**config.mk**
```make
export PLATFORM = sky130hd
export DESIGN_NAME = dsp32_imem_ctrl
export DESIGN_NICKNAME = d
export VERILOG_FILES = /design/src/rtl/dsp32_imem_pkg.sv /design/src/rtl/dsp32_imem_ctrl.sv
export SDC_FILE = /design/constraint.sdc
export NUM_CORES = 1
export LEC_CHECK = 0
export CAP_MARGIN = 20
export CORE_MARGIN = 4
export CORE_UTILIZATION = 45
export CTS_BUF_LIST = sky130_fd_sc_hd__clkbuf_8
export CTS_CLUSTER_SIZE = 20
export DETAILED_ROUTE_END_ITERATION = 8
export PLACE_DENSITY = 0.72
export REMOVE_ABC_BUFFERS = 1
export SETUP_SLACK_MARGIN = 0.1
export SLEW_MARGIN = 20
export SYNTH_ARGS = -nofsm -noshare
export SYNTH_HDL_FRONTEND = slang
export SYNTH_SLANG_ARGS = --single-unit
```
**constraint.sdc**
```tcl
create_clock -name clk -period 2.9 [get_ports clk]
set_input_delay 0.58 -clock clk [delete_from_list [all_inputs] [get_ports clk]]
set_output_delay 0.58 -clock clk [all_outputs]
set_load 0.005 [all_outputs]
```
**src/rtl/dsp32_imem_pkg.sv**
```systemverilog
// Shared definitions for the DSP32 instruction-memory host controller:
// host register map, CTRL/status bit positions and controller state encoding.
package dsp32_imem_pkg;

    localparam logic [1:0] REG_ADDR_LO = 2'd0;
    localparam logic [1:0] REG_ADDR_HI = 2'd1;
    localparam logic [1:0] REG_DATA    = 2'd2;
    localparam logic [1:0] REG_CTRL    = 2'd3;

    // CTRL write bits
    localparam int CTRL_RUN     = 0;
    localparam int CTRL_RST     = 1;
    localparam int CTRL_CLR_ERR = 7;

    // CTRL read (status) bits; RUN shares bit 0
    localparam int STAT_PHASE = 1;
    localparam int STAT_ERR   = 7;

    typedef enum logic [2:0] {
        IDLE,
        WR,
        RD_ISSUE,
        RD_CAP,
        ACK
    } state_t;

endpackage

```
**src/rtl/dsp32_imem_ctrl.sv**
```systemverilog
// Host-side port-A controller for the DSP32 2Kx16 instruction RAM: 8-bit register
// interface with auto-incrementing address, byte-pair assembly and DSP run/reset control.
module dsp32_imem_ctrl
    import dsp32_imem_pkg::*;
#(
    parameter int AW = 11,
    parameter int DW = 16
) (
    input  logic          clk,
    input  logic          reset,
    input  logic          host_req,
    input  logic          host_we,
    input  logic [1:0]    host_reg,
    input  logic [7:0]    host_wdata,
    output logic [7:0]    host_rdata,
    output logic          host_ack,
    output logic [AW-1:0] imem_ada,
    output logic [DW-1:0] imem_dina,
    output logic          imem_cea,
    output logic          imem_wrea,
    output logic          imem_ocea,
    output logic          imem_reseta,
    input  logic [DW-1:0] imem_douta,
    output logic          dsp_run,
    output logic          dsp_rst
);

    state_t        state_q, state_d;
    logic [AW-1:0] addr_q, addr_d;
    logic [AW-1:0] ada_q, ada_d;
    logic [DW-1:0] dina_q, dina_d;
    logic [7:0]    lo_q, lo_d;
    logic [7:0]    hi_q, hi_d;
    logic [7:0]    rdata_q, rdata_d;
    logic          phase_q, phase_d;
    logic          run_q, run_d;
    logic          rst_q, rst_d;
    logic          err_q, err_d;
    logic          ack_q, ack_d;
    logic          cea_q, cea_d;
    logic          wrea_q, wrea_d;

    always_comb begin
        state_d = state_q;
        addr_d  = addr_q;
        ada_d   = ada_q;
        dina_d  = dina_q;
        lo_d    = lo_q;
        hi_d    = hi_q;
        rdata_d = rdata_q;
        phase_d = phase_q;
        run_d   = run_q;
        err_d   = err_q;
        rst_d   = 1'b0;
        ack_d   = 1'b0;
        cea_d   = 1'b0;
        wrea_d  = 1'b0;

        // Only one access is in flight; anything arriving meanwhile is lost and flagged.
        if (host_req && state_q != IDLE) err_d = 1'b1;

        case (state_q)
            IDLE: if (host_req) begin
                state_d = ACK;
                ack_d   = 1'b1;
                if (host_we) begin
                    case (host_reg)
                        REG_ADDR_LO: begin
                            addr_d[7:0] = host_wdata;
                            phase_d     = 1'b0;
                        end
                        REG_ADDR_HI: begin
                            addr_d[AW-1:8] = host_wdata[AW-9:0];
                            phase_d        = 1'b0;
                        end
                        REG_DATA: begin
                            if (run_q) begin
                                err_d = 1'b1;
                            end else if (!phase_q) begin
                                lo_d    = host_wdata;
                                phase_d = 1'b1;
                            end else begin
                                state_d = WR;
                                cea_d   = 1'b1;
                                wrea_d  = 1'b1;
                                ada_d   = addr_q;
                                dina_d  = {host_wdata, lo_q};
                                addr_d  = addr_q + AW'(1);
                                phase_d = 1'b0;
                            end
                        end
                        default: begin
                            if (host_wdata[CTRL_RUN])     run_d = 1'b1;
                            if (host_wdata[CTRL_CLR_ERR]) err_d = 1'b0;
                            rst_d = host_wdata[CTRL_RST];
                        end
                    endcase
                end else begin
                    case (host_reg)
                        REG_ADDR_LO: rdata_d = addr_q[7:0];
                        REG_ADDR_HI: rdata_d = 8'(addr_q[AW-1:8]);
                        REG_DATA: begin
                            if (!phase_q) begin
                                state_d = RD_ISSUE;
                                ack_d   = 1'b0;
                                cea_d   = 1'b1;
                                ada_d   = addr_q;
                            end else begin
                                rdata_d = hi_q;
                                addr_d  = addr_q + AW'(1);
                                phase_d = 1'b0;
                            end
                        end
                        default: begin
                            rdata_d             = '0;
                            rdata_d[STAT_ERR]   = err_q;
                            rdata_d[STAT_PHASE] = phase_q;
                            rdata_d[CTRL_RUN]   = run_q;
                        end
                    endcase
                end
            end
            RD_ISSUE: begin
                state_d = RD_CAP;
                ack_d   = 1'b1;
            end
            RD_CAP: begin
                rdata_d = imem_douta[7:0];
                hi_d    = imem_douta[DW-1:8];
                phase_d = 1'b1;
                state_d = IDLE;
            end
            default: state_d = IDLE;
        endcase
    end

    always_ff @(posedge clk or posedge reset) begin
        if (reset) begin
            state_q <= IDLE;
            addr_q  <= '0;
            ada_q   <= '0;
            dina_q  <= '0;
            lo_q    <= '0;
            hi_q    <= '0;
            rdata_q <= '0;
            phase_q <= 1'b0;
            run_q   <= 1'b0;
            rst_q   <= 1'b0;
            err_q   <= 1'b0;
            ack_q   <= 1'b0;
            cea_q   <= 1'b0;
            wrea_q  <= 1'b0;
        end else begin
            state_q <= state_d;
            addr_q  <= addr_d;
            ada_q   <= ada_d;
            dina_q  <= dina_d;
            lo_q    <= lo_d;
            hi_q    <= hi_d;
            rdata_q <= rdata_d;
            phase_q <= phase_d;
            run_q   <= run_d;
            rst_q   <= rst_d;
            err_q   <= err_d;
            ack_q   <= ack_d;
            cea_q   <= cea_d;
            wrea_q  <= wrea_d;
        end
    end

    // RAM data arrives in the ack cycle itself, so it bypasses the rdata register there.
    assign host_rdata  = (state_q == RD_CAP) ? imem_douta[7:0] : rdata_q;
    assign host_ack    = ack_q;
    assign imem_ada    = ada_q;
    assign imem_dina   = dina_q;
    assign imem_cea    = cea_q;
    assign imem_wrea   = wrea_q;
    assign imem_ocea   = 1'b1;
    assign imem_reseta = 1'b0;
    assign dsp_run     = run_q;
    assign dsp_rst     = rst_q;

endmodule

```
==> qor.csv, run 1 <==
stage,metric,value,unit
global_routing,overflow,0,
worst_setup_path,critical_path.top_delay_family,simple AND/OR/NAND/NOR gates,
place,place_ws,0.0950,ns
cells_and_area,final_cells,500,
run_status,outcome,completed,
routing,drtAntennaViolNets,0,
worst_setup_path,slowest_delay,0.53,ns
routing,viasPerCell,5.54,
yosys,async_flop_share,100,%
die,coreArea,7410,µm²
global_routing,grt_pass1_vias,2852,
routing,drc_errors,0,
timing,tightest_slew,0.590,ns
place,place.gp.congestion,0.875,
die,core.rowCount,31,
place,io_buffers,69,
global_routing,antenna_found_initial,0,
timing,min_period,2.62,ns
place,hpwl,6.10,mm
routing,drtIter0Drc,168,
worst_setup_path,critPathSlowestCell,nand3b_1,
yosys,synth_top_area_share,51.6,%
die,floorplan.initialDensity,47.1,%
worst_setup_path,critPathRequiredTime,2.32,ns
global_routing,busiest_layer,met2,
yosys,synthCells,322,
cts,cts.clk_slew.worst_paths,0.08,ns
cells_and_area,fin_nets,427,
global_routing,grt_max_degree,73,
cts,ctsLongestPathBuffers,2,
cells_and_area,fillers,625,
timing,finalSetupViolCount,0,
yosys,ys_seq_elements,72,
yosys,ys_top_cells_by_count,"dfrtp_1 (72), nand2_1 (60), mux2_2 (45), nor2_1 (14), o21ai_0 (14)",
cells_and_area,syn_to_final_growth,30.3,%
yosys,syn_area_per_cell,10.8,µm²
global_routing,track_usage,20.4,%
cts,cts-buffers-inserted,9,
timing,finClkSkew,0.00532,ns
worst_setup_path,crit_top_cell,nand2_1,
global_routing,use_met1,28.1,%
worst_setup_path,cp-start-kind,register,
timing,fin_setup_tns,0,ns
hold_path,hold_path_class,reg2reg,
yosys,synth_edf_count,0,
yosys,syn_area,3490,µm²
die,dieArea,9230,µm²
run,drv_cap,0,
worst_setup_path,crit_arrival,2.04,ns
worst_setup_path,cp_max_fo,15,
die,ios,72,
die,die_h,96.1,µm
yosys,synthFlopType,dfrtp_1,
yosys,synth_area_leaders,"dfrtp_1 (52%), mux2_2 (15%), nand2_1 (6.5%), o21ai_0 (2.0%), nor2_1 (1.5%)",
cts,cts_tree,built,
routing,wl,8.76,mm
yosys,synth.distinct_cells,55,
routing,num_vias,2768,
cells_and_area,n_antenna_cell,0,
timing,hold_violations,0,
yosys,ys_warn_count,0,
cts,cts_root_buf,clkbuf_8,
worst_setup_path,worstPathCellList,nand3b_1 -> nand2_1 -> nand2_1 -> clkdlybuf4s50_1,
timing,maxSlewViolCount,0,
worst_setup_path,crit_path_end_kind,output port,
cts,numClockSinks,72,
timing,rsz0062_at_grt,false,
routing,drtPass1Iterations,4,
cts,clkLatencyLatePin,0.35,ns
timing,fin_ws,0.279,ns
pwr,power.leakage,0.00199,µW
die,fp.dieW,96.1,µm
timing,max_slew_margin,60.5,%
global_routing,use_met3,4.22,%
cts,post_cts_buffers,0,
yosys,post-synth-top-count-cell,dfrtp_1,
cts,htree_levels,3,
timing,post-route-period-util,90.4,%
yosys,synth_largest_area_cell,dfrtp_1,
worst_setup_path,path_buf_inv,1,
pwr,ir_drop,0.000491,V
routing,post_drt_wl_per_cell,17.5,µm
worst_setup_path,crit_type,reg2out,
global_routing,grt_pass1_wl,14.3,mm
global_routing,use_met2,31.3,%
place,dp_cells,484,
yosys,synth-seq-area-share,51.6,%
timing,fmax,382,MHz
pwr,power_density,858,nW/µm²
cells_and_area,drive_gt1_share,21.2,%
cells_and_area,post-route-util,61.4,%
## worst min-delay path, cell delays in order, from the launching register on
cell and delay, ns:
dfrtp_1 0.34, nand2_1 0.05, nand2_1 0.05
## kinds of logic (layout without fill, tap and decap cells)
| kind of cell | Yosys count | after routing | share of synthesized area [%] |
|---|---|---|---|
| adder cells (fa/ha/maj) | 1 | 1 | 0.358 |
| multiplexers | 51 | 51 | 17.0 |
| other | 2 | 2 | 0.215 |
| AO/OA/AOI/OAI | 60 | 60 | 11.8 |
| buffers and inverters | 26 | 105 | 3.30 |
| flip-flops | 72 | 72 | 51.6 |
| AND/OR/NAND/NOR | 110 | 110 | 15.7 |
## final timing paths
path | startpoint | to | slack (ns) | depth (start not counted)
setup / recovery | state_q[2]$_DFFE_PP0N_ | host_rdata[3] | 0.28 | 4
hold / removal | hi_q[3]$_DFFE_PP0P_ | hi_q[3]$_DFFE_PP0P_ | 0.47 | 2
setup reg to reg | state_q[0]$_DFFE_PP0N_ | lo_q[4]$_DFFE_PP0P_ | 0.60 | 4
hold reg to reg | hi_q[3]$_DFFE_PP0P_ | hi_q[3]$_DFFE_PP0P_ | 0.47 | 2
max in group asynchronous | reset | imem_ada[8]$_DFFE_PP0P_ | 1.97 | 3
min in group asynchronous | reset | state_q[0]$_DFFE_PP0N_ | 0.63 | 3
## final cells by class
cell class                 count  area (µm²)  share of cell area (%)
multi-input combinational    224        1570                    34.6
clock buffer                  10         138                    3.03
clock inverter                 6        82.6                    1.82
inverter                       7        26.3                   0.578
sequential                    72        1800                    39.6
tap                           99         124                    2.72
timing repair buffer          82         801                    17.6
## cell usage in the layout (no fill, tap or decap), types with 9 or more instances in the layout
| cell type | netlist | layout |
|---|---|---|
| a21oi_1 | 9 | 9 |
| buf_4 | 2 | 12 |
| clkbuf_8 | 0 | 10 |
| clkdlybuf4s50_1 | 0 | 69 |
| dfrtp_1 | 72 | 72 |
| mux2_2 | 45 | 45 |
| nand2_1 | 60 | 60 |
| nor2_1 | 14 | 14 |
| o21ai_0 | 14 | 14 |
## power breakdown
group | switching, µW | total, µW | internal, µW | leakage, µW
sequential | 344 | 1720 | 1380 | 0.000886
combinational | 487 | 1280 | 792 | 0.000995
clock | 394 | 897 | 503 | 0.000112
total | 1220 | 3900 | 2670 | 0.00199
## stage by stage
| stage | hold WS (ns) | power, µW | instance area, µm² |
|---|---|---|---|
| 2_1_floorplan | 0.441 | 2320 | 3400 |
| 3_3_place_gp | 0.458 | 2980 | 4330 |
| 3_5_place_dp | 0.463 | 3030 | 4330 |
| 4_1_cts | 0.481 | 3920 | 4550 |
| 5_1_grt | 0.505 | 4150 | 4550 |
| 6_report | 0.475 | 3900 | 4550 |
## metal layers
metal | up-vias | routed length (µm)
li1 | 1308 | -
met3 | 16 | 476
met1 | 1351 | 3880
met4 | 0 | 172
met2 | 93 | 4230
met5 | - | 0
## flip-flops by register name, summed over array words and instances (netlist names), 3 cells and up
register,flops
rdata_q,8
imem_dina,16
addr_q,11
imem_ada,11
hi_q,8
lo_q,8
state_q,3
## repair_timing
action | CTS | global route
hold buffers | 0 | 0
gates resized for setup | 0 | 1
endpoints found under the hold margin | 0 | 0
endpoints found under the setup margin | 0 | 8
(Power assumes the default switching activity.)
==> inputs of run 2 (changes only) <==
- SETUP_SLACK_MARGIN: 0.1 -> default
==> qor.csv, run 2 (synthesis results as in run 1) <==
stage,metric,value,unit,change
cells_and_area,multiInputGateArea,1570,µm²,about the same
worst_setup_path,crit_arrival,2.13,ns,+0.09 ns
worst_setup_path,crit_path_end_kind,output port,,
cells_and_area,final_cell_mix,"dfrtp_1 (72), clkdlybuf4s50_1 (69), nand2_1 (60), mux2_2 (45)",,
die,die_h,96.1,µm,unchanged
worst_setup_path,cp-start-kind,register,,
timing,max_slew_margin,60.5,%,about the same
worst_setup_path,cp_max_fo,15,,unchanged
pwr,power,3900,µW,about the same
cts,cts-buffers-inserted,9,,unchanged
cts,clkLatencyLatePin,0.35,ns,about the same
die,dieArea,9230,µm²,unchanged
cells_and_area,fillers,625,,unchanged
die,fp.dieW,96.1,µm,unchanged
cells_and_area,fin_nets,427,,unchanged
die,coreArea,7410,µm²,unchanged
cts,cts_root_buf,clkbuf_8,,
place,io_buffers,69,,unchanged
global_routing,grt_pass1_vias,2852,,unchanged
run_status,outcome,completed,,
timing,fin_setup_tns,0,ns,unchanged
global_routing,grt_pass1_wl,14.3,mm,unchanged
pwr,ir_drop,0.000491,V,about the same
cts,ctsHoldBuffers,0,,unchanged
routing,drtAntennaViolNets,0,,unchanged
run,drv_cap,0,,unchanged
timing,finClkSkew,0.00597,ns,+0.000651 ns
cells_and_area,syn_to_final_growth,30.3,%,about the same
cells_and_area,drive_gt1_share,20.9,%,-0.25 points
cts,ctsLongestPathBuffers,2,,unchanged
routing,num_vias,2765,,-0.11%
timing,post-route-period-util,93.4,%,+3.0 points
timing,finalSetupViolCount,0,,unchanged
hold_path,hold_path_class,reg2reg,,
routing,drc_errors,0,,unchanged
global_routing,track_usage,20.4,%,unchanged
routing,drtIter0Drc,167,,-0.60%
routing,wl,8.75,mm,-0.15%
routing,viasPerCell,5.53,,-0.11%
cts,cts.repair.resized,0,,unchanged
worst_setup_path,crit_type,reg2out,,
die,floorplan.initialDensity,47.1,%,unchanged
cells_and_area,final_common_cell,dfrtp_1,,
global_routing,grt_max_degree,73,,unchanged
timing,maxSlewViolCount,0,,unchanged
pwr,power_density,857,nW/µm²,about the same
routing,post_drt_wl_per_cell,17.5,µm,-0.15%
die,ios,72,,unchanged
cts,htree_levels,3,,unchanged
cts,post_cts_buffers,0,,unchanged
pwr,power.leakage,0.00199,µW,about the same
timing,min_period,2.71,ns,+0.0874 ns
cts,numClockSinks,72,,unchanged
timing,hold_violations,0,,unchanged
worst_setup_path,critPathRequiredTime,2.32,ns,about the same
place,place.gp.congestion,0.875,,unchanged
routing,drtPass1Iterations,4,,unchanged
timing,rsz0062_at_grt,false,,
global_routing,antenna_found_initial,0,,unchanged
cells_and_area,n_antenna_cell,0,,unchanged
cts,cts.clk_slew.worst_paths,0.08,ns,about the same
timing,tightest_slew,0.591,ns,+0.000615 ns
cells_and_area,largest_reg_flops,16,,unchanged
place,hpwl,6.10,mm,unchanged
cts,cts_tree,built,,
die,core.rowCount,31,,unchanged
timing,fmax,369,MHz,-3.2%
global_routing,overflow,0,,unchanged
cells_and_area,regArea,1800,µm²,unchanged
[run 2: cell count changes in the layout (fill, tap and decap cells not counted)]
cell / delta
and3b_1: +1
and3b_2: -1
[run 2: cell type report]
| class | count | area share, % |
|---|---|---|
| Multi-Input combinational cell | 224 | 34.6 |
| Inverter | 7 | 0.578 |
| Clock buffer | 10 | 3.03 |
| Timing Repair Buffer | 82 | 17.6 |
| Tap cell | 99 | 2.73 |
| Sequential cell | 72 | 39.6 |
| Clock inverter | 6 | 1.82 |
[run 2: final timing paths]
| check | slack [ns] | cells after the start | end | from |
|---|---|---|---|---|
| worst max-delay path | 0.19 | 4 | host_rdata[3] | state_q[2]$_DFFE_PP0N_ |
| worst min-delay path | 0.47 | 2 | hi_q[3]$_DFFE_PP0P_ | hi_q[3]$_DFFE_PP0P_ |
| worst max register to register | 0.59 | 4 | lo_q[4]$_DFFE_PP0P_ | state_q[0]$_DFFE_PP0N_ |
| worst min register to register | 0.47 | 2 | hi_q[3]$_DFFE_PP0P_ | hi_q[3]$_DFFE_PP0P_ |
| max in group asynchronous | 1.96 | 3 | imem_ada[8]$_DFFE_PP0P_ | reset |
| min in group asynchronous | 0.63 | 3 | state_q[0]$_DFFE_PP0N_ | reset |
[run 2: worst max-delay path, cell delays in order, from the launching register on]
cell             delay, ns
dfrtp_1               0.45
and3b_1               0.61
nand2_1               0.14
nand2_1               0.08
clkdlybuf4s50_1       0.50
[run 2: stage by stage]
step	cells	util, %	cell area, µm²	hold slack (ns)	setup WS [ns]
2_1_floorplan	303	-	3400	0.441	0.425
3_3_place_gp	484	58.4	4330	0.458	0.115
3_5_place_dp	484	58.4	4330	0.463	0.0950
4_1_cts	500	61.4	4550	0.481	0.180
5_1_grt	500	61.4	4550	0.505	0.00898
6_report	500	61.4	4550	0.475	0.192
[run 2: report_power, final]
group	total, µW	switching [µW]	internal (µW)	leakage (µW)
logic	1280	488	791	0.000996
registers	1720	344	1380	0.000886
clock network	894	390	503	0.000112
total	3900	1220	2670	0.00199
[run 2: routing by layer]
| metal | track usage (%) | vias to the layer above | routed length, µm |
|---|---|---|---|
| li1 | - | 1310 | - |
| met1 | 28.1 | 1347 | 3820 |
| met2 | 31.3 | 91 | 4210 |
| met3 | 4.22 | 17 | 541 |
| met4 | 8.41 | 0 | 183 |
| met5 | 0 | - | 0 |
